--- src/rtl/mem_array_arbiter.sv ---
// ============================================================================
// Module   : mem_array_arbiter
// Purpose  : Round-robin, non-preemptive owner arbiter for the shared memArray
//            tristate nets, with a fixed bus-turnaround gap between owners.
//            Optional grant timeout is enabled by defining MEM_ARB_TIMEOUT_EN.
// Revision : 1.0 - initial release
// ============================================================================
`default_nettype none

module mem_array_arbiter #(
  parameter int NUM_REQ     = 4,
  parameter int TURN_CYCLES = 1,
  parameter int MAX_HOLD    = 16
) (
  input  logic                       clk,
  input  logic                       resetH,
  input  logic [NUM_REQ-1:0]         req,
  output logic [NUM_REQ-1:0]         gnt,
  output logic                       gntValid,
  output logic [$clog2(NUM_REQ)-1:0] gntId,
  output logic                       busIdle,
  output logic                       timeout
);

  localparam int ID_W   = $clog2(NUM_REQ);
  localparam int TURN_W = (TURN_CYCLES > 1) ? $clog2(TURN_CYCLES) : 1;
  localparam logic [TURN_W-1:0] TURN_LOAD = TURN_W'(TURN_CYCLES - 1);
  localparam logic [ID_W-1:0]   LAST_ID   = ID_W'(NUM_REQ - 1);

  typedef enum logic [1:0] {
    IDLE       = 2'd0,
    GRANT      = 2'd1,
    TURNAROUND = 2'd2
  } arbState_e;

  arbState_e            r_state, w_nextState;
  logic [NUM_REQ-1:0]   r_gnt, w_gnt;
  logic                 r_gntValid;
  logic [ID_W-1:0]      r_gntId, w_gntId;
  logic                 r_busIdle;
  logic [ID_W-1:0]      r_rrPtr, w_rrPtr;
  logic [TURN_W-1:0]    r_turnCnt, w_turnCnt;
  logic [ID_W-1:0]      w_winner;
  logic                 w_anyReq;
  logic                 w_found;
  logic                 w_doGrant;
  logic                 w_doRelease;
  int                   w_scanIdx;

`ifdef MEM_ARB_TIMEOUT_EN
  localparam int HOLD_W = (MAX_HOLD > 1) ? $clog2(MAX_HOLD) : 1;
  localparam logic [HOLD_W-1:0] HOLD_LAST = HOLD_W'(MAX_HOLD - 1);
  logic [HOLD_W-1:0]    r_holdCnt, w_holdCnt;
  logic                 r_timeout, w_timeout;
`else
  localparam int unusedMaxHold = MAX_HOLD;
`endif

  // First requester at or after rrPtr, wrapping modulo NUM_REQ.
  always_comb begin
    w_anyReq  = |req;
    w_winner  = r_rrPtr;
    w_found   = 1'b0;
    w_scanIdx = 0;
    for (int k = 0; k < NUM_REQ; k++) begin
      w_scanIdx = int'(r_rrPtr) + k;
      if (w_scanIdx >= NUM_REQ) w_scanIdx = w_scanIdx - NUM_REQ;
      if (!w_found && req[ID_W'(w_scanIdx)]) begin
        w_found  = 1'b1;
        w_winner = ID_W'(w_scanIdx);
      end
    end
  end

  always_comb begin
    w_nextState = r_state;
    w_gnt       = r_gnt;
    w_gntId     = r_gntId;
    w_rrPtr     = r_rrPtr;
    w_turnCnt   = r_turnCnt;
    w_doGrant   = 1'b0;
    w_doRelease = 1'b0;
`ifdef MEM_ARB_TIMEOUT_EN
    w_holdCnt   = r_holdCnt;
    w_timeout   = 1'b0;
`endif

    case (r_state)
      IDLE: begin
        if (w_anyReq) w_doGrant = 1'b1;
      end
      GRANT: begin
        if (!req[r_gntId]) begin
          w_doRelease = 1'b1;
`ifdef MEM_ARB_TIMEOUT_EN
        end else if (r_holdCnt == HOLD_LAST) begin
          w_doRelease = 1'b1;
          w_timeout   = 1'b1;
        end else begin
          w_holdCnt = r_holdCnt + 1'b1;
`endif
        end
      end
      TURNAROUND: begin
        if (r_turnCnt != '0) begin
          w_turnCnt = r_turnCnt - 1'b1;
        end else if (w_anyReq) begin
          w_doGrant = 1'b1;
        end else begin
          w_nextState = IDLE;
        end
      end
      default: w_nextState = IDLE;
    endcase

    if (w_doGrant) begin
      w_nextState = GRANT;
      w_gnt       = {{(NUM_REQ-1){1'b0}}, 1'b1} << w_winner;
      w_gntId     = w_winner;
`ifdef MEM_ARB_TIMEOUT_EN
      w_holdCnt   = '0;
`endif
    end

    // Pointer moves past the released owner so it loses to any other waiter.
    if (w_doRelease) begin
      w_nextState = TURNAROUND;
      w_gnt       = '0;
      w_turnCnt   = TURN_LOAD;
      w_rrPtr     = (r_gntId == LAST_ID) ? '0 : r_gntId + 1'b1;
    end
  end

  always_ff @(posedge clk or posedge resetH) begin
    if (resetH) begin
      r_state    <= IDLE;
      r_gnt      <= '0;
      r_gntValid <= 1'b0;
      r_gntId    <= '0;
      r_busIdle  <= 1'b1;
      r_rrPtr    <= '0;
      r_turnCnt  <= '0;
`ifdef MEM_ARB_TIMEOUT_EN
      r_holdCnt  <= '0;
      r_timeout  <= 1'b0;
`endif
    end else begin
      r_state    <= w_nextState;
      r_gnt      <= w_gnt;
      r_gntValid <= |w_gnt;
      r_gntId    <= w_gntId;
      r_busIdle  <= (w_nextState != GRANT);
      r_rrPtr    <= w_rrPtr;
      r_turnCnt  <= w_turnCnt;
`ifdef MEM_ARB_TIMEOUT_EN
      r_holdCnt  <= w_holdCnt;
      r_timeout  <= w_timeout;
`endif
    end
  end

  assign gnt      = r_gnt;
  assign gntValid = r_gntValid;
  assign gntId    = r_gntId;
  assign busIdle  = r_busIdle;
`ifdef MEM_ARB_TIMEOUT_EN
  assign timeout  = r_timeout;
`else
  assign timeout  = 1'b0;
`endif

endmodule

`default_nettype wire

--- config.mk ---
export PLATFORM = sky130hd
export DESIGN_NAME = mem_array_arbiter
export DESIGN_NICKNAME = d
export VERILOG_FILES = /design/src/rtl/mem_array_arbiter.sv
export SDC_FILE = /design/constraint.sdc
export NUM_CORES = 1
export LEC_CHECK = 0
export ABC_AREA = 1
export BUFFER_PORTS_ARGS = -buffer_cell sky130_fd_sc_hd__clkbuf_2
export CAP_MARGIN = 10
export CELL_PAD_IN_SITES_DETAIL_PLACEMENT = 0
export CELL_PAD_IN_SITES_GLOBAL_PLACEMENT = 2
export CORE_ASPECT_RATIO = 0.9
export CORE_UTILIZATION = 28
export CTS_BUF_LIST = sky130_fd_sc_hd__clkbuf_8
export CTS_CLUSTER_SIZE = 24
export DETAILED_ROUTE_END_ITERATION = 8
export PLACE_DENSITY_LB_ADDON = 0.05
export SYNTH_ARGS = -nofsm -noshare
export SYNTH_HDL_FRONTEND = slang
export SYNTH_SLANG_ARGS = --single-unit
--- constraint.sdc ---
create_clock -name clk -period 1.65 [get_ports clk]
set_input_delay 0.0825 -clock clk [delete_from_list [all_inputs] [get_ports clk]]
set_output_delay 0.0825 -clock clk [all_outputs]
set_load 0.02 [all_outputs]
== Word-level counts from Yosys, hierarchy flattened ==
Index checks and enable logic that the tools add are counted.
Storage, ports and cells
  word-level logic and storage cells: 82
  register bits: 13
  input bits: 6
  output and inout bits: 9
Operators by class
  muxes and demuxes: 41
  add/sub/neg operators: 9
  equal/unequal tests: 4
  shift operators: 1
  $lt $le $gt $ge: 9
  reductions and logical operators: 11
Operators by type and width (count)
  two-way mux 2 bit: 13
  two-way mux 1 bit: 19
  < comparator 2 x 4 -> 1 bit (second input constant): 4
  binary-select mux 1 bit (select 2 bit): 5
  >= comparator 3 bit (second input constant): 3
  two-way mux 4 bit: 2
  OR reduction 4 bit: 2
  subtractor 2 x 1 -> 2 bit (second input constant): 4
  adder 2 x 2 -> 3 bit (second input constant): 2
  equality test 2 bit (second input constant): 2
  one-hot mux 2 bit (2 select lines): 1
  left shift 1 x 2 -> 4 bit (first input constant): 1
  adder 2 x 1 -> 3 bit (second input constant): 1
  >= comparator 2 x 3 -> 1 bit (second input constant): 1
  logical AND 1 bit: 3
  logical NOT 1 bit: 3
  < comparator 2 x 3 -> 1 bit (second input constant): 1
  adder 2 x 1 -> 2 bit (second input constant): 1
  equality test 2 x 1 -> 1 bit (second input constant): 1
  logical NOT 2 bit: 1
  != test 2 x 1 -> 1 bit (second input constant): 1
  one-hot mux 1 bit (2 select lines): 1
  nonzero test 2 bit: 1
  OR reduction 2 bit: 1
  subtractor 1 bit (second input constant): 1

== Depth between registers and ports, before layout ==
Gate-level depths: netlist of run 1.
  word-level depth: 19
  depth in mapped cells: 15
  mapped depth without buffers: 15

== Least setup slack after synthesis of run 1 ==
Ideal clock, no wire load.
  kind: register to register
  start: register r_rrPtr[0]
  end: register r_gntValid (netlist: gntValid)
  period minus slack after synthesis: 1.624 ns
  buffers on the path: 1
  stages on the path, launching flop included: 14
  path slack: 0.026 ns
  arrival: 1.503 ns
  path through: dfrtp_1 -> buf_4 -> nand2_1 -> nand3_1 -> nand2_2 -> nand2_2 -> nor2_2 -> nand2_1 -> nand3_2 -> inv_2 -> nand2_1 -> nand2_1 -> o21bai_1 -> nand2_1
On the way
  cells in the longest elaborated chain, start to end: 19
  elaborated cells between the ends (all ways): 44
RTL lines
  from (decl): line 41  | logic [ID_W-1:0] r_rrPtr, w_rrPtr;
  from (signal assigned): line 153  | r_rrPtr <= w_rrPtr;
  parallel branches: the longest is 14 deep, another holds adder 2 x 1 -> 3 bit
  two-way mux 2 bit (*): line 68  | if (!w_found && req[ID_W'(w_scanIdx)]) begin
  left shift 1 x 2 -> 4 bit (*): line 118  | w_gnt = {{(NUM_REQ-1){1'b0}}, 1'b1} << w_winner;
  two-way mux 4 bit (*): line 116  | if (w_doGrant) begin
  two-way mux 4 bit (*): line 126  | if (w_doRelease) begin
  OR reduction 4 bit (*): line 150  | r_gntValid <= |w_gnt;
  to (signal assigned): line 150
  to (decl): line 38  | logic r_gntValid;
Mark *: on every way between the ends. The select of a mux whose other input is x is not followed.
A chain may end at the register's enable or synchronous reset.

== Worst setup path in the final report of run 1 ==
Ends and elaborated chain as after synthesis.

==> results.py, run 1 <==
metrics = {
    "status": {
        "status": "finished, violations left",
        "violations": "setup timing",
    },
    "layout": {
        "syn2layout_area_growth_pct": 37.9,
        "drive_gt1_frac": 0.399,
        "final_util": 0.427,
        "nFillCells": 323,
        "final_cell_mix": "49 x nand2_1, 17 x buf_4, 16 x nand2_2",
        "layout_commonest_cell": "nand2_1",
        "fin_nets": 176,
        "diodes": 0,
    },
    "setup_path": {
        "path_class": "reg -> reg",
        "crit_path_start_kind": "flop",
        "r2r_end": "gntValid$_DFF_PP0_",
        "worstRegToRegCells": 15,
        "critPathCaptureType": "flop",
        "reg2reg_from": "r_rrPtr[0]$_DFFE_PP0P_",
        "crit_required_ns": 1.78,
        "rrSetupSlack_ns": -0.11,
        "worst-path-max-fanout": 9,
        "cp-endpoint": "gntValid$_DFF_PP0_",
        "startpoint": "r_rrPtr[0]$_DFFE_PP0P_",
        "arrival_ns": 1.89,
    },
    "floorplan": {
        "dieWidth_um": 61.2,
        "die_y_um": 55.3,
        "start_util": 0.309,
        "design.core.area_um2": 2860,
        "rows": 18,
        "fp.dieArea_um2": 3390,
        "pin_count": 15,
    },
    "sta": {
        "fin_setup_tns_ns": -0.188,
        "rsz0062_at_grt": "true",
        "hold_viol": 0,
        "layout_setup_ws_ns": -0.109,
        "drv_slew": 0,
        "setup_viol": 3,
        "hold_slack_ns": 0.381,
        "finalCritPeriodShare": 1.07,
        "min_period_ns": 1.76,
        "clock_skew_ns": 0.00426,
        "max_freq_mhz": 569,
    },
    "yosys": {
        "synth_top_area_frac": 0.311,
        "synthTopCellsByArea": "dfrtp_1 31%, nand2_1 22%, nand2_2 9.2%",
        "ys_types": 21,
        "syn-cell-area_um2": 885,
        "avgSynthCellArea_um2": 6.65,
        "ys_seq_elements": 12,
        "ys_seq_area_frac": 0.341,
        "synth_top_area_cell": "dfrtp_1",
        "yosys_warnings": 0,
        "synth_nets": 140,
        "synthCells": 133,
    },
    "global_routing": {
        "grt_pass1_wl_um": 4020,
        "grt-ovfl-total": 0,
        "grt_pass1_vias": 894,
        "grt_max_degree": 13,
        "antenna_found_initial": 0,
        "grtUsageTotal": 0.158,
    },
    "placement": {
        "place_congestion": 0.807,
        "io_buffer_count": 13,
        "dpl.hpwl_um": 1850,
        "pre_cts_ws_ns": -0.192,
    },
    "route": {
        "wl_per_cell_um": 11.2,
        "wirelength_um": 2330,
        "vias": 939,
        "drt_iter0_markers": 44,
        "final_antenna_net_count": 0,
        "drcViolationCount": 0,
        "viasPerCell": 4.51,
        "firstDrtPassIters": 4,
    },
    "power_and_ir_drop": {
        "p_per_area_nw_per_um2": 2300,
        "leakage_nw": 0.680,
        "ir_worst_vdd_mv": 1.04,
        "total_power_mw": 2.81,
    },
    "clock_network": {
        "h-tree-depth": 1,
        "cts_made_buffers": 3,
        "cts_tree": "yes",
        "clock_latency_ns": 0.24,
        "clk_path_buf_depth": 2,
        "clock-sinks": 12,
        "clk_pin_slew_ns": 0.06,
        "ctsRootBufferMaster": "clkbuf_8",
    },
    "flow_run": {
        "max-cap-violations": 0,
    },
    "hold_path": {
        "hp-class": "in -> async",
    },
}
kinds of logic after synthesis:
| group | share of synthesized area |
|---|---|
| AOI/OAI and AO/OA | 0.100 |
| adders and majority gates | 0.0141 |
| buffers and inverters | 0.0806 |
| DFF | 0.341 |
| other | 0.00424 |
| and+or+nand+nor | 0.460 |
area by class of cell:
cell class / instances / area [um2] / area share
clock buffer: 3 / 41.3 / 0.0338
clock inverter: 1 / 3.75 / 0.00308
inverter: 15 / 58.8 / 0.0482
multi-input combinational: 104 / 532 / 0.436
sequential: 12 / 304 / 0.249
tap: 40 / 50.0 / 0.0410
timing repair buffer: 32 / 223 / 0.183
timing repair inverter: 1 / 7.51 / 0.00615
flip-flops by register name (all words and copies together) (netlist names):
| signal | flops |
|---|---|
| busIdle | 1 |
| gnt | 4 |
| gntId | 2 |
| gntValid | 1 |
| r_rrPtr | 2 |
| r_state | 2 |
layer usage:
| metal | wire (um) | global-route usage |
|---|---|---|
| met3 | 123 | 0.0492 |
| met2 | 985 | 0.228 |
| met4 | 0 | 0 |
| met5 | 0 | 0 |
| met1 | 1220 | 0.244 |
cells in the mapped netlist:
cell type  number
nor2_1          4
ha_1            1
dfrtp_1        11
nand2_1        53
o21ai_0         7
nand3_2         3
o31ai_1         1
inv_2           5
o21bai_1        1
nor4_1          1
o211ai_1        1
inv_1          10
dfstp_2         1
buf_4           2
nand2_2        13
nand4_1         1
nor2_2          3
a21oi_4         1
conb_1          1
nand3_1        10
a21oi_1         3
worst min path at each step:
stage,startpoint,end,slack [ns]
floorplan,resetH,gntId[0]$_DFFE_PP0N_,-0.05
global placement,resetH,r_state[1]$_DFF_PP0_,0.09
detailed placement,resetH,r_state[1]$_DFF_PP0_,0.10
CTS,resetH,gntId[1]$_DFFE_PP0N_,0.39
global route,resetH,gntId[1]$_DFFE_PP0N_,0.44
finish,resetH,gntId[1]$_DFFE_PP0N_,0.38
worst max-delay path, stage by stage, from the launching register on:
cell	delay, ns
dfrtp_2	0.45
buf_12	0.16
nand2_1	0.06
nand2_2	0.08
nand2_1	0.06
nand2_1	0.08
nand2_2	0.11
inv_2	0.04
nand2_2	0.09
nand2_2	0.07
nand3_2	0.08
inv_2	0.05
nand2_2	0.07
nand2_1	0.05
o21bai_1	0.14
nand2_1	0.06
stage by stage:
step / area, um2 / instances
floorplan: 885 / 133
global route: 1220 / 208
detailed placement: 1090 / 196
CTS: 1210 / 207
global placement: 1090 / 196
finish: 1220 / 208
power breakdown:
part / switching (mW) / total (mW) / internal, mW / leakage, nW
combinational: 1.15 / 1.98 / 0.829 / 0.507
clock: 0.110 / 0.273 / 0.164 / 0.0269
sequential: 0.112 / 0.556 / 0.445 / 0.146
total: 1.37 / 2.81 / 1.44 / 0.680
repair_timing:
action	CTS	global route
pin swaps	2	1
gates resized for setup	9	2
hold buffers	1	0
gates cloned	1	0
endpoints found under the hold margin	11	0
buffers inserted	5	1
setup endpoints to repair	5	7
Note: power is estimated with default switching activity, not from simulation.
==> run 2, diff against run 1 <==
--- a/config.mk
+++ b/config.mk
@@ -11,10 +11,10 @@
 export CELL_PAD_IN_SITES_DETAIL_PLACEMENT = 0
 export CELL_PAD_IN_SITES_GLOBAL_PLACEMENT = 2
 export CORE_ASPECT_RATIO = 0.9
-export CORE_UTILIZATION = 28
-export CTS_BUF_LIST = sky130_fd_sc_hd__clkbuf_8
+export CORE_UTILIZATION = 26
 export CTS_CLUSTER_SIZE = 24
 export DETAILED_ROUTE_END_ITERATION = 8
+export GPL_TIMING_DRIVEN = 0
 export PLACE_DENSITY_LB_ADDON = 0.05
 export SYNTH_ARGS = -nofsm -noshare
 export SYNTH_HDL_FRONTEND = slang
==> results.py, run 2 (same netlist as run 1, synthesis figures left out) <==
metrics = {
    "sta": {
        "finalCritPeriodShare": 1.06,
        "max_freq_mhz": 573,
        "min_period_ns": 1.74,
        "layout_setup_ws_ns": -0.0949,
        "drv_slew": 0,
        "clock_skew_ns": 0.00432,
        "rsz0062_at_grt": "true",
        "hold_viol": 0,
        "setup_viol": 3,
    },
    "global_routing": {
        "grt-ovfl-total": 0,
        "grt_max_degree": 13,
        "grtUsageTotal": 0.131,
        "grt_pass1_vias": 755,
        "antenna_found_initial": 0,
        "grt_pass1_wl_um": 3590,
    },
    "clock_network": {
        "clock_latency_ns": 0.24,
        "cts_tree": "yes",
        "h-tree-depth": 1,
        "cts_made_buffers": 3,
        "clk_pin_slew_ns": 0.06,
        "clock-sinks": 12,
        "clk_path_buf_depth": 2,
        "ctsRootBufferMaster": "clkbuf_8",
    },
    "placement": {
        "io_buffer_count": 13,
        "place_congestion": 0.714,
        "pre_cts_ws_ns": -0.270,
        "dpl-instance-area_um2": 1000,
        "dpl.hpwl_um": 1680,
        "dp.cells": 188,
    },
    "floorplan": {
        "pin_count": 15,
        "design.core.area_um2": 3140,
        "start_util": 0.282,
        "fp.dieArea_um2": 3640,
        "dieWidth_um": 63.5,
        "rows": 19,
        "die_y_um": 57.3,
    },
    "layout": {
        "largest_reg_flops": 4,
        "drive_gt1_frac": 0.411,
        "final_cell_mix": "46 x nand2_1, 15 x nand2_2, 13 x buf_4, 13 x clkbuf_2",
        "fin_nets": 171,
        "layout_commonest_cell": "nand2_1",
        "stdcell_area_um2": 1230,
        "syn2layout_area_growth_pct": 39.6,
        "diodes": 0,
        "final_cells": 205,
    },
    "setup_path": {
        "path_common_cell": "nand2_4",
        "arrival_ns": 1.88,
        "worst-path-max-fanout": 9,
        "crit_path_start_kind": "flop",
        "worstPathCellList": "inv_4 -> nand2_1 -> nand2_4 -> nand2_1 -> nand2_2 -> nand2_4 -> inv_4 -> nand2_4 -> nand2_4 -> nand3_4 -> o211ai_1 -> nor2_2 -> nor2_1 -> nand2_1",
        "cpPeakStageDelay_ns": 0.43,
        "crit_required_ns": 1.78,
        "critPathCaptureType": "flop",
        "crit_path_top_delay_cell": "dfrtp_1",
        "path_class": "reg -> reg",
    },
    "route": {
        "wl_per_cell_um": 11.7,
        "viasPerCell": 4.36,
        "drcViolationCount": 0,
        "wirelength_um": 2390,
        "vias": 894,
        "final_antenna_net_count": 0,
        "firstDrtPassIters": 4,
        "drt_iter0_markers": 15,
    },
    "flow_run": {
        "max-cap-violations": 0,
    },
    "power_and_ir_drop": {
        "leakage_nw": 0.683,
        "ir_worst_vdd_mv": 0.941,
        "p_per_area_nw_per_um2": 2320,
    },
    "status": {
        "status": "finished, violations left",
        "violations": "setup timing",
    },
    "hold_path": {
        "hp-class": "in -> async",
    },
}
-- run 2: cell count changes in the layout (fill, tap and decap cells not counted), sizes merged --
cell	before	now
buf	18	14
clkbuf	16	17
clkinvlp	1	0
inv	16	15
-- run 2: metrics by stage --
| stage | TNS, ns | hold WS [ns] | utilization | power, mW |
|---|---|---|---|---|
| 2_1_floorplan | 0 | -0.0535 | - | 1.72 |
| 3_3_place_gp | -0.652 | 0.0975 | 0.319 | 2.07 |
| 3_5_place_dp | -0.686 | 0.0971 | 0.319 | 2.08 |
| 4_1_cts | -0.105 | 0.398 | 0.359 | 2.58 |
| 5_1_grt | -0.781 | 0.433 | 0.394 | 3.11 |
| 6_report | -0.183 | 0.387 | 0.394 | 2.86 |
-- run 2: path summary, 6_finish.rpt --
| check | slack [ns] | from | endpoint | depth (start not counted) |
|---|---|---|---|---|
| setup reg to reg | -0.09 | r_rrPtr[0]$_DFFE_PP0P_ | gntValid$_DFF_PP0_ | 14 |
| min in group clk | 0.48 | req[2] | r_rrPtr[0]$_DFFE_PP0P_ | 6 |
| hold / removal | 0.39 | resetH | gnt[1]$_DFF_PP0_ | 3 |
| setup / recovery | -0.09 | r_rrPtr[0]$_DFFE_PP0P_ | gntValid$_DFF_PP0_ | 14 |
| max in group asynchronous | 0.90 | resetH | r_rrPtr[1]$_DFFE_PP0P_ | 3 |
| hold reg to reg | 0.56 | gnt[2]$_DFF_PP0_ | gnt[2]$_DFF_PP0_ | 2 |
-- run 2: layer usage --
layer  vias up  wire, um  GRT usage
li1        479         -          -
met1       401      1220      0.184
met2        14      1100      0.201
met3         0        70     0.0420
met4         0         0     0.0195
met5         -         0          0
-- run 2: report_power, final --
group	switching (mW)	leakage (nW)	total, mW	internal, mW
clock	0.110	0.0288	0.321	0.211
sequential	0.107	0.147	0.549	0.442
combinational	1.21	0.506	1.99	0.777
total	1.43	0.683	2.86	1.43
-- run 2: final cells by class --
| cell class | instances | area (um2) |
|---|---|---|
| repair buffers | 26 | 165 |
| inverters | 15 | 63.8 |
| fillers | 347 | 1900 |
| clock buffers | 4 | 55.1 |
| multi-input cells | 104 | 577 |
| well taps | 42 | 52.6 |
| plain buffers | 2 | 18.8 |
| flip-flops and latches | 12 | 303 |
-- run 2: worst max-delay path: cells and delay by family, from the launching register on --
kind                   cells  cell delay, ns
AND/OR/NAND/NOR           11            0.90
flip-flops                 1            0.43
buffers and inverters      2            0.20
AO/OA/AOI/OAI              1            0.13
-- run 2: repair_timing --
item	CTS	global route
hold endpoints to repair	11	0
setup buffers	5	7
setup endpoints to repair	7	7
hold buffers	1	0
pin swaps	6	12
gates resized for setup	7	14
